**src/rtl/axis_mm_ring_pkg.sv**
```systemverilog
// Shared types and constants for the AXI-stream to DDR ring flow controller.
package axis_mm_ring_pkg;

  typedef enum logic [1:0] {
    StIdle  = 2'd0,
    StRun   = 2'd1,
    StDrain = 2'd2
  } ring_state_e;

  // Bit positions inside sts_err.
  localparam int unsigned ERR_SPARSE_KEEP = 0;
  localparam int unsigned ERR_BRESP       = 1;
  localparam int unsigned ERR_B_UNDERFLOW = 2;

  localparam logic [1:0] BRESP_OKAY = 2'b00;

  // 32-bit add that sticks at all-ones instead of wrapping.
  function automatic logic [31:0] sat_add32(input logic [31:0] a, input logic [31:0] b);
    logic [32:0] sum;
    sum = {1'b0, a} + {1'b0, b};
    return sum[32] ? '1 : sum[31:0];
  endfunction

endpackage

```
**src/rtl/axis_mm_ring_ctrl_fifo.sv**
```systemverilog
// One-bit-wide synchronous FIFO tracking the tlast flag of each beat awaiting a B response.
// Show-ahead read: pop_data is the head entry whenever the FIFO is not empty.
module axis_mm_ring_ctrl_fifo #(
  parameter int unsigned DEPTH = 16
) (
  input  logic clk,
  input  logic rst,
  input  logic push,
  input  logic push_data,
  input  logic pop,
  output logic pop_data,
  output logic full,
  output logic empty
);

  localparam int unsigned AW = $clog2(DEPTH);

  logic [DEPTH-1:0] mem_q;
  logic [AW:0]      wr_q;
  logic [AW:0]      rd_q;
  logic             do_push;
  logic             do_pop;

  // Extra pointer MSB distinguishes full from empty when the index bits match.
  assign empty    = (wr_q == rd_q);
  assign full     = (wr_q[AW] != rd_q[AW]) && (wr_q[AW-1:0] == rd_q[AW-1:0]);
  assign do_push  = push && !full;
  assign do_pop   = pop && !empty;
  assign pop_data = mem_q[rd_q[AW-1:0]];

  // Storage and pointer update; push and pop in one cycle both take effect.
  always_ff @(posedge clk) begin
    if (rst) begin
      wr_q  <= '0;
      rd_q  <= '0;
      mem_q <= '0;
    end else begin
      if (do_push) begin
        mem_q[wr_q[AW-1:0]] <= push_data;
        wr_q                <= wr_q + (AW+1)'(1);
      end
      if (do_pop) begin
        rd_q <= rd_q + (AW+1)'(1);
      end
    end
  end

endmodule

```
**src/rtl/axis_mm_ring_ctrl.sv**
```systemverilog
// Flow controller for the AXI-stream to AXI write bridge feeding a host circular buffer.
// Generates per-beat ring addresses, gates the stream on ring-full or too many outstanding
// writes, and commits beats / raises irq from the monitored B channel.
// Optional statistics counters are enabled by defining AXIS_MM_RING_CTRL_STATS_EN.
module axis_mm_ring_ctrl
  import axis_mm_ring_pkg::*;
#(
  parameter int unsigned DATA_WIDTH      = 512,
  parameter int unsigned KEEP_WIDTH      = DATA_WIDTH / 8,
  parameter int unsigned ADDR_WIDTH      = 34,
  parameter int unsigned RING_SIZE_WIDTH = 20,
  parameter int unsigned MAX_OUTSTANDING = 16
) (
  input  logic                    clk,
  input  logic                    rst,
  input  logic                    cfg_enable,
  input  logic [ADDR_WIDTH-1:0]   cfg_base_addr,
  input  logic [4:0]              cfg_size_log2,
  input  logic [RING_SIZE_WIDTH:0] host_rd_ptr,
  input  logic [DATA_WIDTH-1:0]   s_axis_tdata,
  input  logic [KEEP_WIDTH-1:0]   s_axis_tkeep,
  input  logic                    s_axis_tlast,
  input  logic                    s_axis_tvalid,
  output logic                    s_axis_tready,
  output logic [DATA_WIDTH-1:0]   m_axis_tdata,
  output logic [KEEP_WIDTH-1:0]   m_axis_tkeep,
  output logic                    m_axis_tlast,
  output logic                    m_axis_tvalid,
  input  logic                    m_axis_tready,
  output logic [ADDR_WIDTH-1:0]   m_axis_addr,
  output logic                    m_axis_addr_valid,
  input  logic                    mon_bvalid,
  input  logic                    mon_bready,
  input  logic [1:0]              mon_bresp,
  output logic [RING_SIZE_WIDTH:0] sts_wr_ptr,
  output logic [RING_SIZE_WIDTH:0] sts_used,
  output logic                    sts_busy,
  output logic [2:0]              sts_err,
  output logic                    irq
`ifdef AXIS_MM_RING_CTRL_STATS_EN
  ,
  output logic [31:0]             sts_pkt_cnt,
  output logic [31:0]             sts_byte_cnt,
  output logic [31:0]             sts_stall_cnt
`endif
);

  localparam int unsigned   PW         = RING_SIZE_WIDTH + 1;
  localparam logic [PW-1:0] BEAT_BYTES = PW'(KEEP_WIDTH);

  ring_state_e           state_q;
  logic [ADDR_WIDTH-1:0] base_q;
  logic [4:0]            size_log2_q;
  logic [PW-1:0]         wr_ptr_q;
  logic [PW-1:0]         cwr_ptr_q;
  logic                  in_pkt_q;
  logic                  irq_q;
  logic [2:0]            err_q;

  logic [PW-1:0] ring_bytes;
  logic [PW-1:0] offset;
  logic [PW-1:0] used;
  logic          space;
  logic          accept;
  logic          beat;
  logic          resp;
  logic          pop;
  logic          start;
  logic          fifo_full;
  logic          fifo_empty;
  logic          fifo_head;

  assign ring_bytes = PW'(1) << size_log2_q;
  assign offset     = wr_ptr_q & (ring_bytes - PW'(1));
  assign used       = wr_ptr_q - host_rd_ptr;
  // Room for one more whole beat without overrunning the host read pointer.
  assign space      = (used <= ring_bytes - BEAT_BYTES);
  assign accept     = ((state_q == StRun) || ((state_q == StDrain) && in_pkt_q)) &&
                      space && !fifo_full;

  assign m_axis_tvalid     = s_axis_tvalid & accept;
  assign s_axis_tready     = m_axis_tready & accept;
  assign m_axis_addr_valid = m_axis_tvalid;
  assign m_axis_addr       = base_q + ADDR_WIDTH'(offset);
  assign m_axis_tdata      = s_axis_tdata;
  assign m_axis_tkeep      = s_axis_tkeep;
  assign m_axis_tlast      = s_axis_tlast;

  assign beat  = s_axis_tvalid & s_axis_tready;
  assign resp  = mon_bvalid & mon_bready;
  // A response with nothing outstanding is flagged but never popped.
  assign pop   = resp & !fifo_empty;
  assign start = (state_q == StIdle) && cfg_enable;

  assign sts_wr_ptr = cwr_ptr_q;
  assign sts_used   = used;
  assign sts_busy   = (state_q != StIdle);
  assign sts_err    = err_q;
  assign irq        = irq_q;

  axis_mm_ring_ctrl_fifo #(
    .DEPTH(MAX_OUTSTANDING)
  ) u_fifo (
    .clk      (clk),
    .rst      (rst),
    .push     (beat),
    .push_data(s_axis_tlast),
    .pop      (pop),
    .pop_data (fifo_head),
    .full     (fifo_full),
    .empty    (fifo_empty)
  );

  // Run/drain sequencing, pointer advance, sticky errors and the irq pulse.
  always_ff @(posedge clk) begin
    if (rst) begin
      state_q     <= StIdle;
      base_q      <= '0;
      size_log2_q <= '0;
      wr_ptr_q    <= '0;
      cwr_ptr_q   <= '0;
      in_pkt_q    <= 1'b0;
      irq_q       <= 1'b0;
      err_q       <= '0;
    end else begin
      irq_q <= pop && fifo_head;
      if (beat) begin
        wr_ptr_q <= wr_ptr_q + BEAT_BYTES;
        in_pkt_q <= !s_axis_tlast;
      end
      if (pop) begin
        cwr_ptr_q <= cwr_ptr_q + BEAT_BYTES;
      end
      if (beat && !s_axis_tlast && (s_axis_tkeep != '1)) begin
        err_q[ERR_SPARSE_KEEP] <= 1'b1;
      end
      if (resp && (mon_bresp != BRESP_OKAY)) begin
        err_q[ERR_BRESP] <= 1'b1;
      end
      if (resp && fifo_empty) begin
        err_q[ERR_B_UNDERFLOW] <= 1'b1;
      end
      case (state_q)
        StIdle: begin
          if (cfg_enable) begin
            state_q     <= StRun;
            base_q      <= cfg_base_addr;
            size_log2_q <= cfg_size_log2;
            wr_ptr_q    <= '0;
            cwr_ptr_q   <= '0;
            err_q       <= '0;
          end
        end
        StRun: begin
          if (!cfg_enable) state_q <= StDrain;
        end
        StDrain: begin
          // Re-enable is ignored here; only a full drain returns to idle.
          if (!in_pkt_q && fifo_empty) state_q <= StIdle;
        end
        default: state_q <= StIdle;
      endcase
    end
  end

`ifdef AXIS_MM_RING_CTRL_STATS_EN
  logic [31:0] pkt_cnt_q;
  logic [31:0] byte_cnt_q;
  logic [31:0] stall_cnt_q;
  logic [31:0] keep_bytes;

  // Number of valid bytes in the presented beat.
  always_comb begin
    keep_bytes = '0;
    for (int i = 0; i < KEEP_WIDTH; i++) begin
      keep_bytes = keep_bytes + 32'(s_axis_tkeep[i]);
    end
  end

  // Saturating statistics, restarted with every run.
  always_ff @(posedge clk) begin
    if (rst || start) begin
      pkt_cnt_q   <= '0;
      byte_cnt_q  <= '0;
      stall_cnt_q <= '0;
    end else begin
      if (pop && fifo_head)         pkt_cnt_q   <= sat_add32(pkt_cnt_q, 32'd1);
      if (beat)                     byte_cnt_q  <= sat_add32(byte_cnt_q, keep_bytes);
      if (s_axis_tvalid && !accept) stall_cnt_q <= sat_add32(stall_cnt_q, 32'd1);
    end
  end

  assign sts_pkt_cnt   = pkt_cnt_q;
  assign sts_byte_cnt  = byte_cnt_q;
  assign sts_stall_cnt = stall_cnt_q;
`endif

endmodule
```
**config.mk**
```make
export PLATFORM = sky130hd
export DESIGN_NAME = axis_mm_ring_ctrl
export DESIGN_NICKNAME = d
export VERILOG_FILES = /design/src/rtl/axis_mm_ring_pkg.sv /design/src/rtl/axis_mm_ring_ctrl_fifo.sv /design/src/rtl/axis_mm_ring_ctrl.sv
export SDC_FILE = /design/constraint.sdc
export NUM_CORES = 1
export LEC_CHECK = 0
export BUFFER_PORTS_ARGS = -buffer_cell sky130_fd_sc_hd__clkbuf_2
export CAP_MARGIN = 20
export CORE_AREA = 2 2 507 509
export DETAILED_ROUTE_END_ITERATION = 12
export DIE_AREA = 0 0 509 511
export HOLD_SLACK_MARGIN = 0.05
export SYNTH_ARGS = -nofsm -noshare
export SYNTH_HDL_FRONTEND = slang
export SYNTH_HIERARCHICAL = 1
export SYNTH_SLANG_ARGS = --single-unit
```
**constraint.sdc**
```tcl
create_clock -name clk -period 10 [get_ports clk]
set_input_delay 0.5 -clock clk [delete_from_list [all_inputs] [get_ports clk]]
set_output_delay 0.5 -clock clk [all_outputs]
set_load 0.005 [all_outputs]
```
==> metrics.yaml, run 1 <==
floorplanning:
  io-pin-count: 1307
  die_h_um: 511
  die_x_um: 509
  rows: 186
  dieArea_um2: 260000
  start_util_pct: 4.88
  core_um2: 255000
critical_path:
  worst-endpoint-required_ns: 9.50
  critical_path_class: "flop to primary output"
  worstSetupEndpointType: "primary output"
  path_cells: "nor2_1 -> nand3_1 -> ha_1 -> nand2_1 -> nor2_1 -> nor3_1 -> a21oi_1 -> a2bb2oi_1 -> nor2b_1 -> ha_1 -> a21o_1 -> a2111o_1 -> a31oi_1 -> nor2_1 -> a21oi_1 -> buf_4 -> nor2_1 -> or4b_1 -> nand3_1 -> clkbuf_2"
  slowest_stage: "dfxtp_1"
  timing.critical_path.slowest_cell_delay_ns: 0.90
  arrival_ns: 6.02
  start_kind: "flop"
  worstPathMaxFanout: 29
  crit_family: "simple AND/OR/NAND/NOR gates"
  crit_path_frequent_cell: "nor2_1"
  worst-path-buf-inv: 2
cells_and_area:
  syn_to_final_growth_pct: 12.5
  fill_cells: 30200
  finalNetCount: 2050
  mostFrequentLayoutCells: "clkbuf_2 (275), nand2_1 (166), dfxtp_1 (102), a21oi_1 (97), nor2_1 (94)"
  drive_above_1_share_pct: 25.4
  final_common_cell: "clkbuf_2"
power_and_ir_drop:
  seq_power_share_pct: 36.5
  p_per_area_nw_per_um2: 84.4
  netSwitchingPower_w: 0.000486
  internal_power_w: 0.000699
  power_w: 0.00118
  ir_worst_vdd_mv: 0.0667
  power.leakage_nw: 4.75
  switching_share_pct: 41.0
  clock_power_share_pct: 37.8
  p_comb_share_pct: 25.8
logic_synthesis:
  async_flop_share_pct: 0
  netlist_area_um2: 12500
  yosys-top-cells-area: "buf_4 (35%), dfxtp_1 (16%), ha_1 (6.7%)"
  yosysTopAreaCell: "buf_4"
  synthFlopType: "dfxtp_1"
  synth_area_per_cell_um2: 7.54
  ys_seq_area_share_pct: 16.4
  synth.ff_latch_count: 102
  yosys_warnings: 6
  yosysUniqueCellTypes: 69
  synth_enable_flop_cells: 0
  synth_top_area_share_pct: 35.4
  netlist_instances: 1652
global_routing:
  use_met2_pct: 18.1
  gr-usage-met3_pct: 23.7
  grt_first_pass_wirelength_um: 194000
  grtUsageTotal_pct: 12.8
  grtUsageMet1_pct: 5.37
  overflow: 0
  antenna_found_initial: 17
  grt_start_max_net_pins: 42
  grt_pass1_vias: 9682
  busiest_layer: "met3"
detailed_routing:
  drt_iter0_drc: 830
  wl_um: 172000
  via_per_inst: 2.21
  drc: 0
  drtPass1Iterations: 5
  drtAntennaViolNets: 0
  wire_per_inst_um: 36.4
  vias: 10500
clock_network:
  ctsHoldBuffers: 0
  cts.sink_count: 102
  clk_path_buf_depth: 2
  post_cts_buffers: 0
  cts_resized: 0
  numCtsBuffers: 9
  clk_pin_slew_ns: 0.12
  htreeDepth: 3
  cts_tree: "yes"
  clkLatencyLatePin_ns: 0.46
  cts.root.buffer_cell: "clkbuf_16"
sta:
  drv_slew: 0
  setup_viol: 0
  rsz0062_at_grt: "no"
  period_share_pct: 65.2
  finClkSkew_ns: 0.0279
  slew_headroom_pct: 42.9
  max_freq_mhz: 153
  fin_tns_setup_ns: 0
  max_slew.worst_pin.slew_ns: 0.856
  hold_viol_final: 0
  fin_crit_ns: 6.52
status:
  status: "finished, final reports clean"
placement:
  port-buffer-count: 276
  hpwlAfterDp_um: 163000
  gp_congestion: 1.01
job:
  drv_cap: 0
hold_path:
  hold_path.class: "input port to flop"
==> through the flow <==
stage	util, %	hold slack, ns	instances	cell area [um2]	setup slack, ns
final	5.49	0.250	4735	14000	3.48
after global routing	5.49	0.225	4730	14000	2.95
after CTS	5.48	0.190	4725	14000	3.44
after detailed placement	5.36	0.446	4709	13700	3.74
after global placement	5.36	0.439	4709	13700	3.82
after floorplan	-	0.432	1663	12500	5.22
==> cells by family after synthesis <==
family	Yosys count	synth area share (%)
other	2	0.0603
flip-flops	102	16.4
adder cells (fa/ha/maj)	68	6.89
AND/OR/NAND/NOR	450	17.4
buffers and inverters	678	38.3
XOR/XNOR	66	4.64
AO/OA/AOI/OAI	250	12.9
multiplexers	36	3.37
==> routing by layer <==
| layer | up-vias | routed length (um) |
|---|---|---|
| met4 | 8 | 8270 |
| li1 | 4340 | - |
| met2 | 1251 | 69100 |
| met5 | - | 520 |
| met1 | 4561 | 25200 |
| met3 | 303 | 69000 |
==> state kept, by name (all words and copies together), names as in the netlist <==
| register | count |
|---|---|
| base_q | 34 |
| in_pkt_q | 1 |
| irq | 1 |
| size_log2_q | 5 |
| state_q | 2 |
| sts_err | 3 |
| sts_wr_ptr | 15 |
| u_fifo/mem_q | 16 |
| u_fifo/rd_q | 5 |
| u_fifo/wr_q | 5 |
| wr_ptr_q | 15 |
==> path summary, 6_finish.rpt <==
check	to	cells after the start	slack (ns)	from
max	m_axis_addr[31]	20	3.48	size_log2_q[3]
min reg2reg	sts_err[1]	2	0.45	sts_err[1]
max reg2reg	u_fifo/wr_q[4]	22	3.67	size_log2_q[2]
min	base_q[2]	3	0.25	cfg_base_addr[2]
==> cells in the mapped netlist, drive strengths merged (5+ instances only) <==
master   number
and2          7
a21boi        7
nor2b        26
a31oi        10
dfxtp       102
and3         11
o211ai        7
nand3        24
nor3         22
a211oi        9
xnor2        36
mux2          8
or4           7
o21ai        43
nand2       166
a21o         22
mux2i        24
a2111oi       7
nand2b       12
ha           67
or3           8
inv          45
and4          5
nor4b         5
nor2         95
nand4        35
buf         600
clkbuf       33
xor2         30
a21oi        97
nor3b        10
nor4          9
o21a         12
==> cell type report <==
class                      instances  area [um2]  share of cell area, %
clock buffer                       9         225                   1.61
timing repair buffer             295        1530                   10.9
tap                             3384        4230                   30.2
inverter                          45         169                   1.20
antenna                           10        25.0                  0.178
multi-input combinational        883        5720                   40.8
clock inverter                     7        83.8                  0.598
sequential                       102        2040                   14.6
==> worst min-delay path: cells and delay by family <==
kind            cells  cell delay [ns]
buf+inv             1             0.08
compound gates      1             0.05
simple gates        1             0.04
==> power groups by stage <==
stage | combinational [W] | clock [W] | sequential [W]
3_3_place_gp | 0.000313 | 0 | 0.000441
4_1_cts | 0.000312 | 0.000483 | 0.000432
6_report | 0.000305 | 0.000447 | 0.000432
2_1_floorplan | 0.000319 | 0 | 0.000433
3_5_place_dp | 0.000311 | 0 | 0.000441
5_1_grt | 0.000333 | 0.000485 | 0.000434
Power figures use the tool's default switching activity.
==> run 2: changes to the inputs <==
--- a/config.mk
+++ b/config.mk
@@ -5,11 +5,12 @@
 export SDC_FILE = /design/constraint.sdc
 export NUM_CORES = 1
 export LEC_CHECK = 0
+export ABC_AREA = 1
 export BUFFER_PORTS_ARGS = -buffer_cell sky130_fd_sc_hd__clkbuf_2
 export CAP_MARGIN = 20
-export CORE_AREA = 2 2 507 509
+export CORE_AREA = 2 2 513 515
 export DETAILED_ROUTE_END_ITERATION = 12
-export DIE_AREA = 0 0 509 511
+export DIE_AREA = 0 0 515 517
 export HOLD_SLACK_MARGIN = 0.05
 export SYNTH_ARGS = -nofsm -noshare
 export SYNTH_HDL_FRONTEND = slang
==> constraint.sdc (replaced) <==
create_clock -name clk -period 6.4 [get_ports clk]
set_input_delay 0.32 -clock clk [delete_from_list [all_inputs] [get_ports clk]]
set_output_delay 0.32 -clock clk [all_outputs]
set_load 0.005 [all_outputs]
==> run 2 against run 1 <==
Design area is 3.8% higher; area after synthesis rose by 3.3%; wire length grew 3.0%; sequential power rose by 55%; via count up 6.5%; global-route usage hardly changed; critical path type unchanged; largest power group unchanged; critical endpoint is now m_axis_addr[30].
==> metrics.yaml, run 2 <==
status:
  status: "finished, final reports clean"
critical_path:
  critical_path_class: "flop to primary output"
  worstSetupEndpointType: "primary output"
  start_kind: "flop"
  critPathLaunch: "size_log2_q[3]"
  arrival_ns: 4.72
  worst-endpoint-required_ns: 6.08
  r2r_cells: 21
  worstPathMaxFanout: 7
  timing.rr.start: "wr_ptr_q[7]"
placement:
  hpwlAfterDp_um: 168000
  dpl-instance-area_um2: 14200
  dp_cells: 4996
  port-buffer-count: 276
  gp_congestion: 1.03
  pre_cts_slack_ns: 1.55
cells_and_area:
  final_common_cell: "nand2_1"
  finalNonFillerCells: 5034
  design_area_um2: 14600
  syn_to_final_growth_pct: 13.2
  drive_above_1_share_pct: 24.3
  top_regs: "base_q x34, u_fifo/mem_q x16"
  finalNetCount: 2305
  regMostFlops: "base_q"
  largest_reg_flops: 34
  mostFrequentLayoutCells: "nand2_1 (284), clkbuf_2 (275), inv_1 (160), nor2_1 (151), a21oi_1 (110)"
global_routing:
  grtUsageTotal_pct: 12.8
  grt_first_pass_wirelength_um: 199000
  overflow: 0
  grt_start_max_net_pins: 51
  antenna_found_initial: 16
  grt_pass1_vias: 10200
power_and_ir_drop:
  power.leakage_nw: 5.19
  p_per_area_nw_per_um2: 127
  ir_worst_vdd_mv: 0.136
logic_synthesis:
  synthFlopType: "dfxtp_1"
  yosysTopAreaCell: "buf_4"
  synth_top_area_share_pct: 34.3
  netlist_area_um2: 12900
  synth.most_common_cell: "buf_4"
  synth_area_per_cell_um2: 6.81
  netlist_instances: 1890
  synth_enable_flop_cells: 0
  yosys-top-cells-area: "buf_4 (34%), dfxtp_1 (16%), nand2_1 (8.3%)"
  yosysUniqueCellTypes: 46
  yosys_warnings: 6
  synth.ff_latch_count: 102
  ys_seq_area_share_pct: 15.9
  synth_commonest_cells: "buf_4 (588), nand2_1 (284), inv_1 (160), nor2_1 (153), a21oi_1 (111)"
  async_flop_share_pct: 0
floorplanning:
  die_x_um: 515
  core_um2: 261000
  rows: 188
  start_util_pct: 4.93
  die_h_um: 517
  io-pin-count: 1307
  dieArea_um2: 266000
clock_network:
  cts.root.buffer_cell: "clkbuf_16"
  clk_pin_slew_ns: 0.13
  clk_path_buf_depth: 2
  cts_resized: 0
  numCtsBuffers: 9
  cts.sink_count: 102
  htreeDepth: 3
  clkLatencyLatePin_ns: 0.44
  cts_tree: "yes"
detailed_routing:
  drc: 0
  drt_iter0_drc: 949
  vias: 11100
  drtAntennaViolNets: 0
  wire_per_inst_um: 35.2
  wl_um: 177000
  via_per_inst: 2.21
  drtPass1Iterations: 5
sta:
  layout_setup_ws_ns: 1.36
  finClkSkew_ns: 0.0528
  setup_viol: 0
  fin_tns_setup_ns: 0
  fin_crit_ns: 5.04
  drv_slew: 0
  slew_headroom_pct: 38.2
  max_freq_mhz: 198
  max_slew.worst_pin.slew_ns: 0.922
  hold_viol_final: 0
  rsz0062_at_grt: "no"
  period_share_pct: 78.8
hold_path:
  hp-start: "cfg_base_addr[16]"
  hold_path.class: "input port to flop"
  hold_path_depth: 3
job:
  drv_cap: 0
-- run 2: path summary, 6_finish.rpt --
check	slack, ns	to
worst min-delay path	0.11	base_q[16]
worst max-delay path	1.36	m_axis_addr[30]
worst max register to register	1.57	u_fifo/mem_q[14]
worst min register to register	0.46	state_q[0]
-- run 2: what timing repair did --
action / 4_1_cts / 5_1_grt
setup buffers: 0 / 0
hold buffers: 3 / 0
endpoints found under the hold margin: 3 / 0
-- run 2: cell type report --
cell class                      instances  area [um2]
Inverter                              174         653
Clock buffer                            9         225
Fill cell                           31100      247000
Sequential cell                       102        2040
Clock inverter                          7        91.3
Multi-Input combinational cell       1007        5680
Timing Repair Buffer                  297        1550
Tap cell                             3420        4280
Antenna cell                           18        45.0
-- run 2: worst max-delay path, stage by stage (launching register included) --
cell	delay, ns
dfxtp_1	0.37
nor2_1	0.35
inv_2	0.16
nor2_1	0.27
inv_2	0.10
ha_1	0.22
inv_1	0.21
nor2_4	0.09
nand2_1	0.10
inv_1	0.07
a31oi_2	0.54
ha_1	0.32
nand2_1	0.12
nor2_1	0.11
inv_1	0.05
nor3_1	0.23
nand2_1	0.13
a31oi_1	0.28
nand2_1	0.15
xor2_1	0.21
clkbuf_2	0.19
-- run 2: per-stage QoR --
stage / total power (W) / utilization, % / hold WS, ns
4_1_cts: 0.00191 / 5.56 / 0.0511
3_3_place_gp: 0.00117 / 5.43 / 0.440
2_1_floorplan: 0.00120 / - / 0.389
3_5_place_dp: 0.00117 / 5.43 / 0.448
6_report: 0.00185 / 5.58 / 0.112
5_1_grt: 0.00196 / 5.58 / 0.0900
-- run 2: power breakdown --
part	leakage (nW)	internal, W	total (W)	switching [W]
clock network	0.152	0.000286	0.000697	0.000412
logic	4.21	0.000154	0.000482	0.000328
registers	0.829	0.000654	0.000671	0.0000174
-- run 2: per-layer routing --
layer	part of all wire (%)	wire length (um)	global-route usage, %
met5	0.044	78	0.0901
met2	39	69800	17.8
met4	7.3	13000	8.31
met3	39	69400	23.1
met1	14	25000	5.20
-- run 2: kinds of logic (layout without fill, tap and decap cells) --
logic type / after synthesis / in the layout / share of synthesized area (%)
AO/OA/AOI/OAI: 189 / 189 / 7.95
XOR/XNOR: 76 / 76 / 5.17
adder cells (fa/ha/maj): 68 / 68 / 6.67
buffers and inverters: 792 / 487 / 40.6
flip-flops: 102 / 102 / 15.9
other: 2 / 31 / 0.0584
AND/OR/NAND/NOR: 661 / 661 / 23.7
==> run 3: changes to the inputs <==
==> constraint.sdc (replaced) <==
create_clock -name clk -period 4.7 [get_ports clk]
set_input_delay 0.235 -clock clk [delete_from_list [all_inputs] [get_ports clk]]
set_output_delay 0.235 -clock clk [all_outputs]
set_load 0.005 [all_outputs]
==> run 3 against run 2 <==
Sequential share of layout area is 0.42 points lower; design area is 3.2% higher; hold slack lost 0.00062 ns; via count is 1.1% higher; first-iteration DRC count is 13% lower; flip-flop and latch count unchanged; largest cell class unchanged.
==> metrics.yaml, run 3 (same netlist as run 2, synthesis figures left out) <==
sta:
  hold_viol_final: 0
  period_share_pct: 95.1
  slew_headroom_pct: 23.9
  layout_setup_ws_ns: 0.229
  hold_slack_ns: 0.111
  fin_crit_ns: 4.47
  finClkSkew_ns: 0.0210
  max_slew.worst_pin.slew_ns: 1.13
  drv_slew: 0
  max_freq_mhz: 224
  setup_viol: 0
floorplanning:
  io-pin-count: 1307
  dieArea_um2: 266000
  core_um2: 261000
  rows: 188
  start_util_pct: 4.93
  die_h_um: 517
  die_x_um: 515
clock_network:
  cts_tree: "yes"
  htreeDepth: 3
  clk_pin_slew_ns: 0.10
  post_cts_buffers: 0
  clk_path_buf_depth: 2
  cts.sink_count: 102
  cts.root.buffer_cell: "clkbuf_16"
  clkLatencyLatePin_ns: 0.43
  numCtsBuffers: 9
detailed_routing:
  drtAntennaViolNets: 0
  drc: 0
  drtPass1Iterations: 7
  wl_um: 177000
  wire_per_inst_um: 34.9
  drt_iter0_drc: 826
  via_per_inst: 2.22
  vias: 11300
critical_path:
  worstSetupEndpointType: "primary output"
  timing.critical_path.slowest_cell_delay_ns: 0.42
  rr_endpoint: "u_fifo/wr_q[1]"
  crit_path_frequent_cell: "nand2_1"
  critical_path_class: "flop to primary output"
  path_cells: "nor2_1 -> buf_4 -> nand4_1 -> ha_1 -> inv_2 -> nor2_4 -> nand2_1 -> nand2_1 -> o211ai_1 -> a31oi_4 -> ha_1 -> a21oi_1 -> o21ai_0 -> a21oi_1 -> nand3_2 -> and2_2 -> nand2_1 -> xor2_2 -> clkbuf_2"
  worst-endpoint-required_ns: 4.47
  timing.rr.start: "wr_ptr_q[6]"
  arrival_ns: 4.24
  worstPathMaxFanout: 5
  r2r_cells: 20
  start_kind: "flop"
  slowest_stage: "dfxtp_1"
  ff2ff_setup_slack_ns: 0.64
power_and_ir_drop:
  ir_worst_vdd_mv: 0.153
  seq_power_share_pct: 36.2
  p_per_area_nw_per_um2: 167
  internal_power_w: 0.00151
  power_w: 0.00252
  switching_share_pct: 39.8
  clock_power_share_pct: 35.9
  netSwitchingPower_w: 0.00100
  power.leakage_nw: 5.40
  p_comb_share_pct: 27.8
hold_path:
  hp-start: "cfg_size_log2[0]"
  hold_path_depth: 3
  hold_path.class: "input port to flop"
  min_delay_worst_endpoint: "size_log2_q[0]"
global_routing:
  grt_pass1_vias: 10200
  grt_first_pass_wirelength_um: 198000
  overflow: 0
  grtUsageTotal_pct: 12.7
  grt_start_max_net_pins: 50
  antenna_found_initial: 20
cells_and_area:
  top_regs: "base_q x34, u_fifo/mem_q x16"
  finalNonFillerCells: 5066
  final_common_cell: "nand2_1"
  finalNetCount: 2350
  design_area_um2: 15000
  regMostFlops: "base_q"
  drive_above_1_share_pct: 25.4
  syn_to_final_growth_pct: 16.7
  mostFrequentLayoutCells: "nand2_1 (283), clkbuf_2 (275), inv_1 (158), nor2_1 (149), a21oi_1 (110)"
  largest_reg_flops: 34
  fill_cells: 31000
placement:
  port-buffer-count: 276
  gp_congestion: 1.03
  dpl-instance-area_um2: 14300
  dp_cells: 5013
  pre_cts_slack_ns: 0.279
  hpwlAfterDp_um: 168000
job:
  drv_cap: 0
status:
  status: "finished, final reports clean"
-- run 3: power groups by stage --
stage | clock network [W] | registers, W | logic, W
3_3_place_gp | 0 | 0.000930 | 0.000671
3_5_place_dp | 0 | 0.000931 | 0.000670
2_1_floorplan | 0 | 0.000926 | 0.000705
4_1_cts | 0.000996 | 0.000911 | 0.000703
5_1_grt | 0.00100 | 0.000916 | 0.000761
6_report | 0.000904 | 0.000912 | 0.000700
-- run 3: area by class of cell --
cell class                 count  area [um2]  share of cell area [%]
sequential                   102        2040                    13.6
tap                         3420        4280                    28.5
antenna                        5        12.5                  0.0833
inverter                     174         653                    4.35
timing repair buffer         342        1980                    13.1
clock inverter                 7        91.3                   0.608
multi-input combinational   1007        5740                    38.2
clock buffer                   9         225                    1.50
-- run 3: worst max-delay path: cells and delay by family, from the launching register on --
kind	cells	cell delay (ns)
fa+ha+maj	2	0.60
compound gates	5	1.03
xor+xnor	1	0.25
flops	1	0.42
buf+inv	3	0.41
simple gates	8	1.07
-- run 3: how the worst max path moves through the flow --
stage          slack, ns               to      startpoint
3_5_place_dp        0.28  m_axis_addr[29]  size_log2_q[2]
6_report            0.23  m_axis_addr[29]  size_log2_q[4]
3_3_place_gp        0.10  m_axis_addr[29]  size_log2_q[4]
5_1_grt            -0.04  m_axis_addr[29]  size_log2_q[4]
4_1_cts             0.02  m_axis_addr[29]  size_log2_q[2]
2_1_floorplan       0.97  u_fifo/mem_q[4]     wr_ptr_q[7]
-- run 3: per-layer routing --
layer,vias to the layer above,global-route usage (%),routed length [um]
li1,4907,-,-
met1,4867,5.13,25300
met2,1132,18.2,71100
met3,352,23.3,69200
met4,8,7.06,11400
met5,-,0.0360,53
-- run 3: repair_timing --
item | in CTS | in global routing
resized for setup | 3 | 12
hold buffers | 32 | 0
endpoints found under the hold margin | 32 | 0
endpoints found under the setup margin | 4 | 7
-- run 3: per-stage QoR --
stage	utilization, %	TNS (ns)
final	5.75	0
after detailed placement	5.48	0
after global placement	5.48	0
after CTS	5.73	0
after global routing	5.75	-0.0417
after floorplan	-	0
